==> src/rtl/mem_arb_pkg.sv <==
// mem_arb shared definitions: port-owner state encodings seen by both
// engines, burst size, and the watchdog counter width.
package mem_arb_pkg;

    typedef enum logic [1:0] {
        ARB_IDLE  = 2'b00,
        ARB_RD    = 2'b01,
        ARB_WR    = 2'b10,
        ARB_DRAIN = 2'b11
    } arb_state_e;

    localparam int BRST_WORDS = 64;
    localparam int WDT_W      = 13;

endpackage

==> src/rtl/arb_pick.sv <==
// Combinational selector for the next DRAM port owner, evaluated in IDLE.
// A pending write is forced once the read run has saturated.
module arb_pick (
    input  logic wr_req,
    input  logic rd_req,
    input  logic rd_urgent,
    input  logic rd_sat,
    input  logic last_rd,
    output logic pick_rd,
    output logic pick_wr
);

    always_comb begin
        pick_rd = 1'b0;
        pick_wr = 1'b0;
        priority case (1'b1)
            (wr_req && rd_sat):  pick_wr = 1'b1;
            rd_urgent:           pick_rd = 1'b1;
            (wr_req && last_rd): pick_wr = 1'b1;
            rd_req:              pick_rd = 1'b1;
            wr_req:              pick_wr = 1'b1;
            default:             ;
        endcase
    end

endmodule

==> src/rtl/mem_arb.sv <==
// DRAM command port arbiter between frame write and display read engines.
// Define MEM_ARB_WDT_EN to add the grant watchdog and sticky wdt_err.
module mem_arb
    import mem_arb_pkg::*;
#(
    parameter int RD_MAX_RUN = 4,
    parameter int GAP_CYC    = 2,
    parameter int WDT_CYC    = 4096
) (
    input  logic       cmd_clk,
    input  logic       mem_rst,
    input  logic       calib_done,
    input  logic       cmd_empty,
    input  logic       wr_req,
    input  logic       wr_done,
    input  logic       rd_req,
    input  logic       rd_urgent,
    input  logic       rd_done,
    output logic [1:0] arb_state,
    output logic       wr_probe,
    output logic       rd_probe,
    output logic       wdt_err,
    output logic [7:0] debug
);

    localparam int RUN_W = $clog2(RD_MAX_RUN + 1) + 1;
    localparam int GAP_W = $clog2(GAP_CYC) + 1;

    arb_state_e       state_q, state_d;
    logic             wr_probe_q, wr_probe_d;
    logic             rd_probe_q, rd_probe_d;
    logic [RUN_W-1:0] rd_run_q, rd_run_d;
    logic [GAP_W-1:0] gap_q, gap_d;
    logic             last_rd_q, last_rd_d;
    logic             wdt_err_q, wdt_err_d;
    logic [7:0]       debug_q, debug_d;
    logic             pick_rd, pick_wr, rd_sat;

`ifdef MEM_ARB_WDT_EN
    logic [WDT_W-1:0] wdt_q, wdt_d;
    logic             wdt_to;
    assign wdt_to = (wdt_q == WDT_W'(WDT_CYC - 1));
`endif

    assign rd_sat = (rd_run_q == RUN_W'(RD_MAX_RUN));

    arb_pick u_pick (
        .wr_req    (wr_req),
        .rd_req    (rd_req),
        .rd_urgent (rd_urgent),
        .rd_sat    (rd_sat),
        .last_rd   (last_rd_q),
        .pick_rd   (pick_rd),
        .pick_wr   (pick_wr)
    );

    always_comb begin
        state_d    = state_q;
        wr_probe_d = wr_probe_q;
        rd_probe_d = rd_probe_q;
        rd_run_d   = rd_run_q;
        gap_d      = gap_q;
        last_rd_d  = last_rd_q;
        wdt_err_d  = wdt_err_q;
`ifdef MEM_ARB_WDT_EN
        wdt_d      = wdt_q;
`endif
        unique case (state_q)
            ARB_IDLE: begin
`ifdef MEM_ARB_WDT_EN
                wdt_d = '0;
`endif
                if (calib_done && pick_rd) begin
                    state_d    = ARB_RD;
                    rd_probe_d = 1'b1;
                end else if (calib_done && pick_wr) begin
                    state_d    = ARB_WR;
                    wr_probe_d = 1'b1;
                end
            end
            ARB_RD: begin
                if (rd_done) begin
                    rd_probe_d = 1'b0;
                    state_d    = ARB_DRAIN;
                    gap_d      = GAP_W'(GAP_CYC - 1);
                    last_rd_d  = 1'b1;
                    if (!rd_sat) rd_run_d = rd_run_q + 1'b1;
                end
`ifdef MEM_ARB_WDT_EN
                else if (wdt_to) begin
                    rd_probe_d = 1'b0;
                    state_d    = ARB_DRAIN;
                    gap_d      = GAP_W'(GAP_CYC - 1);
                    wdt_err_d  = 1'b1;
                end else begin
                    wdt_d = wdt_q + 1'b1;
                end
`endif
            end
            ARB_WR: begin
                if (wr_done) begin
                    wr_probe_d = 1'b0;
                    state_d    = ARB_DRAIN;
                    gap_d      = GAP_W'(GAP_CYC - 1);
                    last_rd_d  = 1'b0;
                    rd_run_d   = '0;
                end
`ifdef MEM_ARB_WDT_EN
                else if (wdt_to) begin
                    wr_probe_d = 1'b0;
                    state_d    = ARB_DRAIN;
                    gap_d      = GAP_W'(GAP_CYC - 1);
                    wdt_err_d  = 1'b1;
                end else begin
                    wdt_d = wdt_q + 1'b1;
                end
`endif
            end
            ARB_DRAIN: begin
                // done levels are deliberately not looked at here
                if (gap_q != '0) gap_d = gap_q - 1'b1;
                else if (cmd_empty) state_d = ARB_IDLE;
            end
            default: state_d = ARB_IDLE;
        endcase
        debug_d = {wdt_err_d, rd_urgent, wr_req, rd_req,
                   rd_run_d[1:0], state_d};
    end

    always_ff @(posedge cmd_clk) begin
        if (mem_rst) begin
            state_q    <= ARB_IDLE;
            wr_probe_q <= 1'b0;
            rd_probe_q <= 1'b0;
            rd_run_q   <= '0;
            gap_q      <= '0;
            last_rd_q  <= 1'b0;
            wdt_err_q  <= 1'b0;
            debug_q    <= '0;
        end else begin
            state_q    <= state_d;
            wr_probe_q <= wr_probe_d;
            rd_probe_q <= rd_probe_d;
            rd_run_q   <= rd_run_d;
            gap_q      <= gap_d;
            last_rd_q  <= last_rd_d;
            wdt_err_q  <= wdt_err_d;
            debug_q    <= debug_d;
        end
    end

`ifdef MEM_ARB_WDT_EN
    always_ff @(posedge cmd_clk) begin
        if (mem_rst) wdt_q <= '0;
        else         wdt_q <= wdt_d;
    end
`endif

    assign arb_state = state_q;
    assign wr_probe  = wr_probe_q;
    assign rd_probe  = rd_probe_q;
    assign wdt_err   = wdt_err_q;
    assign debug     = debug_q;

endmodule

==> config.mk <==
export PLATFORM = sky130hd
export DESIGN_NAME = mem_arb
export DESIGN_NICKNAME = d
export VERILOG_FILES = /design/src/rtl/mem_arb_pkg.sv /design/src/rtl/arb_pick.sv /design/src/rtl/mem_arb.sv
export SDC_FILE = /design/constraint.sdc
export NUM_CORES = 1
export LEC_CHECK = 0
export ABC_AREA = 1
export CORE_AREA = 8 8 69 71
export CTS_BUF_LIST = sky130_fd_sc_hd__clkbuf_4
export DETAILED_ROUTE_END_ITERATION = 10
export DIE_AREA = 0 0 77 79
export PLACE_DENSITY = 0.56
export SLEW_MARGIN = 20
export SYNTH_ARGS = -nofsm -noshare
export SYNTH_HDL_FRONTEND = slang
export SYNTH_SLANG_ARGS = --single-unit
==> constraint.sdc <==
create_clock -name cmd_clk -period 2.3 [get_ports cmd_clk]
set_input_delay 0.345 -clock cmd_clk [delete_from_list [all_inputs] [get_ports cmd_clk]]
set_output_delay 0.345 -clock cmd_clk [all_outputs]
set_load 0.03 [all_outputs]
==> results of run 1 <==
report_power, final:
group          switching [mW]  internal [mW]
Clock                  0.0904         0.0631
Combinational           0.142         0.0934
Sequential             0.0153          0.261
worst paths after layout:
kind              slack (ns)           to          from
setup / recovery        0.49     debug[0]  arb_state[0]
hold / removal          0.47     gap_q[0]      gap_q[0]
setup reg to reg        0.72  rd_run_q[2]  arb_state[0]
hold reg to reg         0.47     gap_q[0]      gap_q[0]
cell type report:
| cell class | count | area, um2 | area share |
|---|---|---|---|
| Inverter | 21 | 78.8 | 0.0700 |
| Timing Repair Buffer | 20 | 198 | 0.176 |
| Clock buffer | 3 | 22.5 | 0.0200 |
| Clock inverter | 1 | 3.75 | 0.00333 |
| Multi-Input combinational cell | 90 | 480 | 0.427 |
| Sequential cell | 14 | 280 | 0.249 |
| Tap cell | 50 | 62.6 | 0.0556 |
worst register-to-register path, cell delays in order, from the launching register on:
cell	delay, ns
sky130_fd_sc_hd__dfxtp_1	0.46
sky130_fd_sc_hd__inv_1	0.12
sky130_fd_sc_hd__ha_1	0.27
sky130_fd_sc_hd__nand2_2	0.12
sky130_fd_sc_hd__nand2_2	0.09
sky130_fd_sc_hd__nor2_4	0.12
sky130_fd_sc_hd__nand2_2	0.07
sky130_fd_sc_hd__o21ai_1	0.16
sky130_fd_sc_hd__nor2_1	0.06
kinds of logic (layout without fill, tap and decap cells):
| logic type | Yosys count | in the layout | synth area share |
|---|---|---|---|
| adders and majority gates | 8 | 8 | 0.114 |
| and+or+nand+nor | 63 | 63 | 0.315 |
| DFF | 14 | 14 | 0.318 |
| buffers and inverters | 27 | 45 | 0.141 |
| other | 1 | 2 | 0.00426 |
| AOI/OAI and AO/OA | 16 | 16 | 0.0980 |
| xor gates and xnor gates | 1 | 1 | 0.00994 |
layout by cell type (no fill, tap or decap), types with 2 or more instances in the layout:
| cell type | count |
|---|---|
| sky130_fd_sc_hd__a21oi_1 | 7 |
| sky130_fd_sc_hd__clkbuf_4 | 3 |
| sky130_fd_sc_hd__clkdlybuf4s50_1 | 19 |
| sky130_fd_sc_hd__conb_1 | 2 |
| sky130_fd_sc_hd__dfxtp_1 | 14 |
| sky130_fd_sc_hd__ha_1 | 8 |
| sky130_fd_sc_hd__inv_1 | 21 |
| sky130_fd_sc_hd__nand2_1 | 30 |
| sky130_fd_sc_hd__nand2_2 | 4 |
| sky130_fd_sc_hd__nand3_1 | 8 |
| sky130_fd_sc_hd__nand4_1 | 2 |
| sky130_fd_sc_hd__nor2_1 | 16 |
| sky130_fd_sc_hd__o21a_1 | 2 |
| sky130_fd_sc_hd__o21ai_0 | 3 |
| sky130_fd_sc_hd__o21ai_1 | 3 |
routing by layer:
metal / up-vias / routed length, um / global-route usage
li1: 434 / - / -
met1: 331 / 997 / 0.0878
met2: 10 / 920 / 0.122
met3: 5 / 84 / 0.0214
met4: 0 / 38 / 0.0340
met5: - / 0 / 0
through the flow:
step	setup slack, ns	std cells
CTS	0.445	199
global route	0.415	199
floorplan	0.656	131
global placement	0.680	195
finish	0.486	199
detailed placement	0.671	195
==> summary.md, run 1 <==
Die outline height: 79 um. The run finished with clean final reports. The repair_antennas step left the layout with diodes totalling 0. The run gives 0 as the overall overflow remaining after global route.

In the final routed layout, each cell accounts on average for 10.3 um. Across the run, the number of max-cap violations was 0. Summed over all cells, the static leakage comes to 0.516 nW. The initial cell density of the core came out at 0.232. In the routed layout, each cell is associated on average with a via count of 3.92. Sorting the synthesized cells by how often they occur yields 30 x sky130_fd_sc_hd__nand2_1, 21 x sky130_fd_sc_hd__inv_1, 16 x sky130_fd_sc_hd__nor2_1. Relative to the synthesized area, the layout overhead comes to 27.8%.

Across the VDD grid, the largest voltage drop is 164 uV. The run gives 1.96 ns as the data required time of the critical path. Summed over all instances, the cell type with the most area after synthesis is sky130_fd_sc_hd__dfxtp_1. For the count of clock tree sinks, the log shows 14. The tools report the final-layout setup total negative slack as 0 ns. Clock tree synthesis selected as its root buffer the cell sky130_fd_sc_hd__clkbuf_4. With fillers left out, the area of the finished cells amounts to 1130 um2. In this run, synthesis produced a sequential element count of 14.

The deepest level of the CTS H-tree came out at 1. For the total iterations of the first detailed-routing run, the log shows 3. STA classifies the critical path endpoint as a primary output. The run gives 436 as the final-layout fill cell count. For the share of the core filled with cells, the log shows 0.296. The routability congestion estimate is 0.766, and the fraction of post-synthesis cell area in the top cell type by area is 0.318. Total power for the finished layout comes to 0.665 mW. Traced cell by cell, the critical path runs through clkdlybuf4s50_1. Count of buffering cells on the critical path with inverters included: 1.

After clock tree synthesis, the repair step resized 0 gates. The cell count of the worst hold path was 1. The logs give 0.0743 for the overall track demand over capacity in global routing and 0.318 for the sequential area share after synthesis. Sorting the synthesized cells by area gives the leading types as sky130_fd_sc_hd__dfxtp_1 32%, sky130_fd_sc_hd__nand2_1 13%, sky130_fd_sc_hd__ha_1 11%. From left edge to right edge, the die measures 77 um. On the final layout, the worst clock skew is 0.00120 ns. The share of flip-flops with an asynchronous set or reset is 0. At the end of the flow, the number of nets in the layout was 167.

The floorplan has 23 rows. The total clock buffers created by CTS is 3. Entering global routing, the biggest net connects 9 pins.

The logs give 0 for the total number of yosys warnings and 130 for the instance count of the mapped netlist. The final-report hold violation count was 0. The synthesized area per cell was 6.78 um2; the cts-stage hold buffer count was 0.

The HPWL after detailed placement is 1.63 mm. The worst path in the final design needs a cycle of 1.81 ns, including I/O delays and setup. The clock transition at the registers of the reported paths is 0.09 ns, and the routed wire length is 2.04 mm. The number of setup violations in the final report is 0.

The number of routed nets with antenna violations was 0; the post-route DRC violation count was 0. Cell area after synthesis: 881 um2. At the worst endpoint, the arrival time is 1.47 ns. The largest individual stage delay along the critical path comes from the cell sky130_fd_sc_hd__clkdlybuf4s50_1. The violation count after the first detailed-routing iteration is 42, and the instance count on the critical path is 1. Setup repair after global routing left no endpoint under its margin. The number of vias in the routed layout is 780, and the global-route wire length before repair is 3.71 mm. The maximum clock insertion buffer count came out at 2. Timing would allow up to 551 MHz. 22 I/O pins were placed. Classification of the worst-slack hold path: flip-flop to flip-flop. The highest cell delay on the worst timing path is 0.72 ns. TritonCTS built the clock tree. For the worst flop-to-flop path, the logic depth is 8. Via count of the first global-routing pass: 846. The synthesized design contains 0 enable-type register cells.

Summing all placed instances gives a cell area of 1100 um2. Along the worst path, the maximum fanout reaches 7. For this run, the leading register cell type out of synthesis is sky130_fd_sc_hd__dfxtp_1. The type of the setup path with the least slack was flip-flop to primary output. In this run the tool buffered the top-level ports with 19 buffer cells.

The netlist uses 19 different library cells. Cell with the most instances after synthesis: sky130_fd_sc_hd__nand2_1. The worst setup path is launched from a flip-flop.

The number of pins with negative max-slew slack in the final report was 0; the number of antenna violations at the first check in global routing was 0. The region available for standard cell placement spans 3800 um2. The later pin in the worst-skew pair is clocked with a latency of 0.29 ns. In this design, the largest share of critical-path delay is due to buffers and inverters.

The fraction of layout instances using a drive strength above 1 came out at 0.0738. In this run the post-CTS setup repair buffer count came out at 0. The die covers 6080 um2.

Hold is met by 0.472 ns. Post-route clock period utilization: 0.789. For this design the ratio of total power to cell area is 590 nW/um2.
Note: power is estimated with default switching activity, not from simulation.
==> run 2, diff against run 1 <==
PLACE_DENSITY = 0.58   (was 0.56)
clock period = 1.5 ns   (was 2.3 ns; I/O delays follow)
==> summary.md, run 2 (same netlist as run 1, synthesis figures left out) <==
The flow ran to the end, and the final reports show no timing, DRC or antenna violations. TritonCTS built the clock tree. The cell area power density works out to 872 nW/um2 (was 590 nW/um2). The number of cell rows was 23 (unchanged); the post-CTS setup-driven buffer insertion count was 0 (unchanged). The met2 capacity usage during global routing is 0.119 (was 0.122), and the leakage component of the power is 0.584 nW (was 0.516 nW). For the final-layout setup total negative slack, the log shows 0 ns (unchanged). Routability congestion estimate: 0.734 (was 0.766). The arrival time at the worst endpoint is 1.63 ns (was 1.47 ns).

The final-stage net count was 172 (was 167); the number of pins with negative max-slew slack in the final report was 0 (unchanged). The reported net switching power is 0.381 mW (was 0.247 mW), and the average via count per standard cell is 3.98 (was 3.92). The logs give 0.232 (unchanged) for the initial cell density of the core and 1.72 ns (was 1.96 ns) for the data required time of the critical path. The tools report the post-route DRC violation count as 0 (unchanged). The tools report the sort of element at the end of the critical path as a flip-flop (was a primary output). The number of buffers added on ports was 19 (unchanged); the deepest level of the CTS H-tree was 1 (unchanged). The setup clock skew after layout is 0.00118 ns (was 0.00120 ns). The fraction of power spent switching nets works out to 0.371 (was 0.372).

The launching point of the worst reg2reg path was debug[1] (was arb_state[0]). The wire length per cell after detailed routing was 9.84 um (was 10.3 um). Share of power burned in combinational logic: 0.363 (was 0.353). The share of power burned in registers was 0.413 (was 0.416). The maximum clock insertion buffer count is 2 (unchanged), and the internal cell power is 0.644 mW (was 0.417 mW).

The most congested layer reported by global routing is met2 (unchanged). The share of the core filled with cells was 0.309 (was 0.296); the power share of the clock group was 0.224 (was 0.231). The met3 routing resource usage after global routing was 0.0214 (unchanged); the post-route clock period utilization was 0.936. Total of max-cap violations: 0 (unchanged). The startpoint class of the critical path was a flip-flop (unchanged). The routed wire length is 2.01 mm (was 2.04 mm).

The number of antenna violations at the first check in global routing was 0 (unchanged); the clock period minus final worst setup slack was 1.40 ns. The tools report the timing startpoint of the critical path as debug[1] (was arb_state[0]). Source of the worst hold timing path: gap_q[0] (unchanged). The fraction of layout instances using a drive strength above 1 was 0.136 (was 0.0738); the count of clock tree sinks was 14 (unchanged). Type of the setup path with the least slack: flip-flop to flip-flop (was flip-flop to primary output). The die outline width is 77 um (unchanged), and the top fanout value on the critical path is 5 (was 7). The tools report the number of vias in the routed layout as 811 (was 780). The tools report the final-report hold violation count as 0 (unchanged). The worst-skew pair later-pin latency came out at 0.28 ns (was 0.29 ns). The tools report the maximum number of pins on one net before global-route repair as 9 (unchanged). The floorplan core area is 3800 um2 (unchanged).

The classification of the worst-slack hold path was flip-flop to flip-flop (unchanged). Setup repair after global routing could not meet its margin everywhere. Die footprint: 6080 um2 (unchanged). The tools report the overall power of the completed layout as 1.02 mW (was 0.665 mW). The total iterations of the first detailed-routing run was 4 (was 3); the maximum frequency from static timing analysis was 712 MHz.

The total clock buffers created by CTS is 3 (unchanged), and the via count of the first global-routing pass is 802 (was 846). The number of routed nets with antenna violations is 0 (unchanged), and the area added between synthesis and finish is 33.4% (was 27.8%). The tools report the overall track demand over capacity in global routing as 0.0681 (was 0.0743).

Most used cells in the layout excluding fill and tap cells: 30 x sky130_fd_sc_hd__nand2_1, 21 x sky130_fd_sc_hd__inv_1, 15 x sky130_fd_sc_hd__nor2_1 (was 30 x sky130_fd_sc_hd__nand2_1, 21 x sky130_fd_sc_hd__inv_1, 19 x sky130_fd_sc_hd__clkdlybuf4s50_1). The number of setup violations in the final report was 0 (unchanged); the half-perimeter wire length after placement was 1.63 mm (about the same). Overall overflow remaining after global route: 0 (unchanged). The violation count after the first detailed-routing iteration came out at 42 (unchanged). The logs give 286 uV (was 164 uV) for the largest voltage drop on the vdd net and 22 (unchanged) for the number of top-level design ports. The area used by sequential logic in the layout is 288 um2 (was 280 um2), and the clock transition at the registers of the reported paths is 0.09 ns (about the same). The tools report the clock tree root driver cell as sky130_fd_sc_hd__clkbuf_4 (unchanged). The run gives 498 um2 (was 480 um2) as the multi-input logic area.

The final-layout fill cell count came out at 442 (was 436). The most common cell after layout, fill and taps aside was sky130_fd_sc_hd__nand2_1 (unchanged). The met1 layer usage reported by global route is 0.0772 (was 0.0878).

The run gives 0 (unchanged) as the total inserted antenna cells. For the global-route wire length before repair, the log shows 3.45 mm (was 3.71 mm). The die outline height was 79 um (unchanged).
-- run 2: path summary, 6_finish.rpt --
kind | cells past startpoint | slack [ns] | end
setup / recovery | 6 | 0.1 | rd_run_q[3]
hold / removal | 1 | 0.48 | gap_q[0]
setup reg to reg | 6 | 0.1 | rd_run_q[3]
hold reg to reg | 1 | 0.48 | gap_q[0]
-- run 2: through the flow --
| stage | hold WS (ns) | worst slack (ns) | instance area [um2] | cells |
|---|---|---|---|---|
| after floorplan | 0.287 | 0.0221 | 887 | 131 |
| after global placement | 0.451 | 0.0405 | 1140 | 200 |
| after detailed placement | 0.460 | 0.0264 | 1140 | 200 |
| after CTS | 0.475 | 0.0459 | 1150 | 204 |
| after global routing | 0.505 | -0.0438 | 1170 | 204 |
| final | 0.479 | 0.0964 | 1170 | 204 |
-- run 2: final cells by class --
class                   instances  area share
repair buffers                 25       0.188
clock inverters                 1     0.00319
inverters                      21      0.0671
flip-flops and latches         14       0.245
well taps                      50      0.0532
clock buffers                   3      0.0192
multi-input cells              90       0.424
-- run 2: power groups by stage --
| stage | clock network [mW] | logic [mW] | registers, mW |
|---|---|---|---|
| finish | 0.229 | 0.372 | 0.423 |
| global route | 0.269 | 0.420 | 0.428 |
| CTS | 0.243 | 0.366 | 0.421 |
| detailed placement | 0 | 0.383 | 0.430 |
| global placement | 0 | 0.382 | 0.431 |
| floorplan | 0 | 0.220 | 0.468 |
-- run 2: timing repair --
action	in CTS	in global routing
gates resized for setup	11	6
hold buffers	0	0
pin swaps	0	1
setup endpoints to repair	11	5
-- run 2: metal layers --
layer,share of wire,wire length [um],vias to the layer above
li1,-,-,444
met1,0.48,969,351
met2,0.47,938,12
met3,0.037,75,4
met4,0.012,25,0
met5,0,0,-
-- run 2: critical path: stages, from the launching register on --
cell,delay (ns)
sky130_fd_sc_hd__dfxtp_4,0.37
sky130_fd_sc_hd__inv_1,0.17
sky130_fd_sc_hd__ha_4,0.19
sky130_fd_sc_hd__nand2_1,0.14
sky130_fd_sc_hd__nor3_2,0.24
sky130_fd_sc_hd__o21ai_1,0.12
sky130_fd_sc_hd__nor2_1,0.12
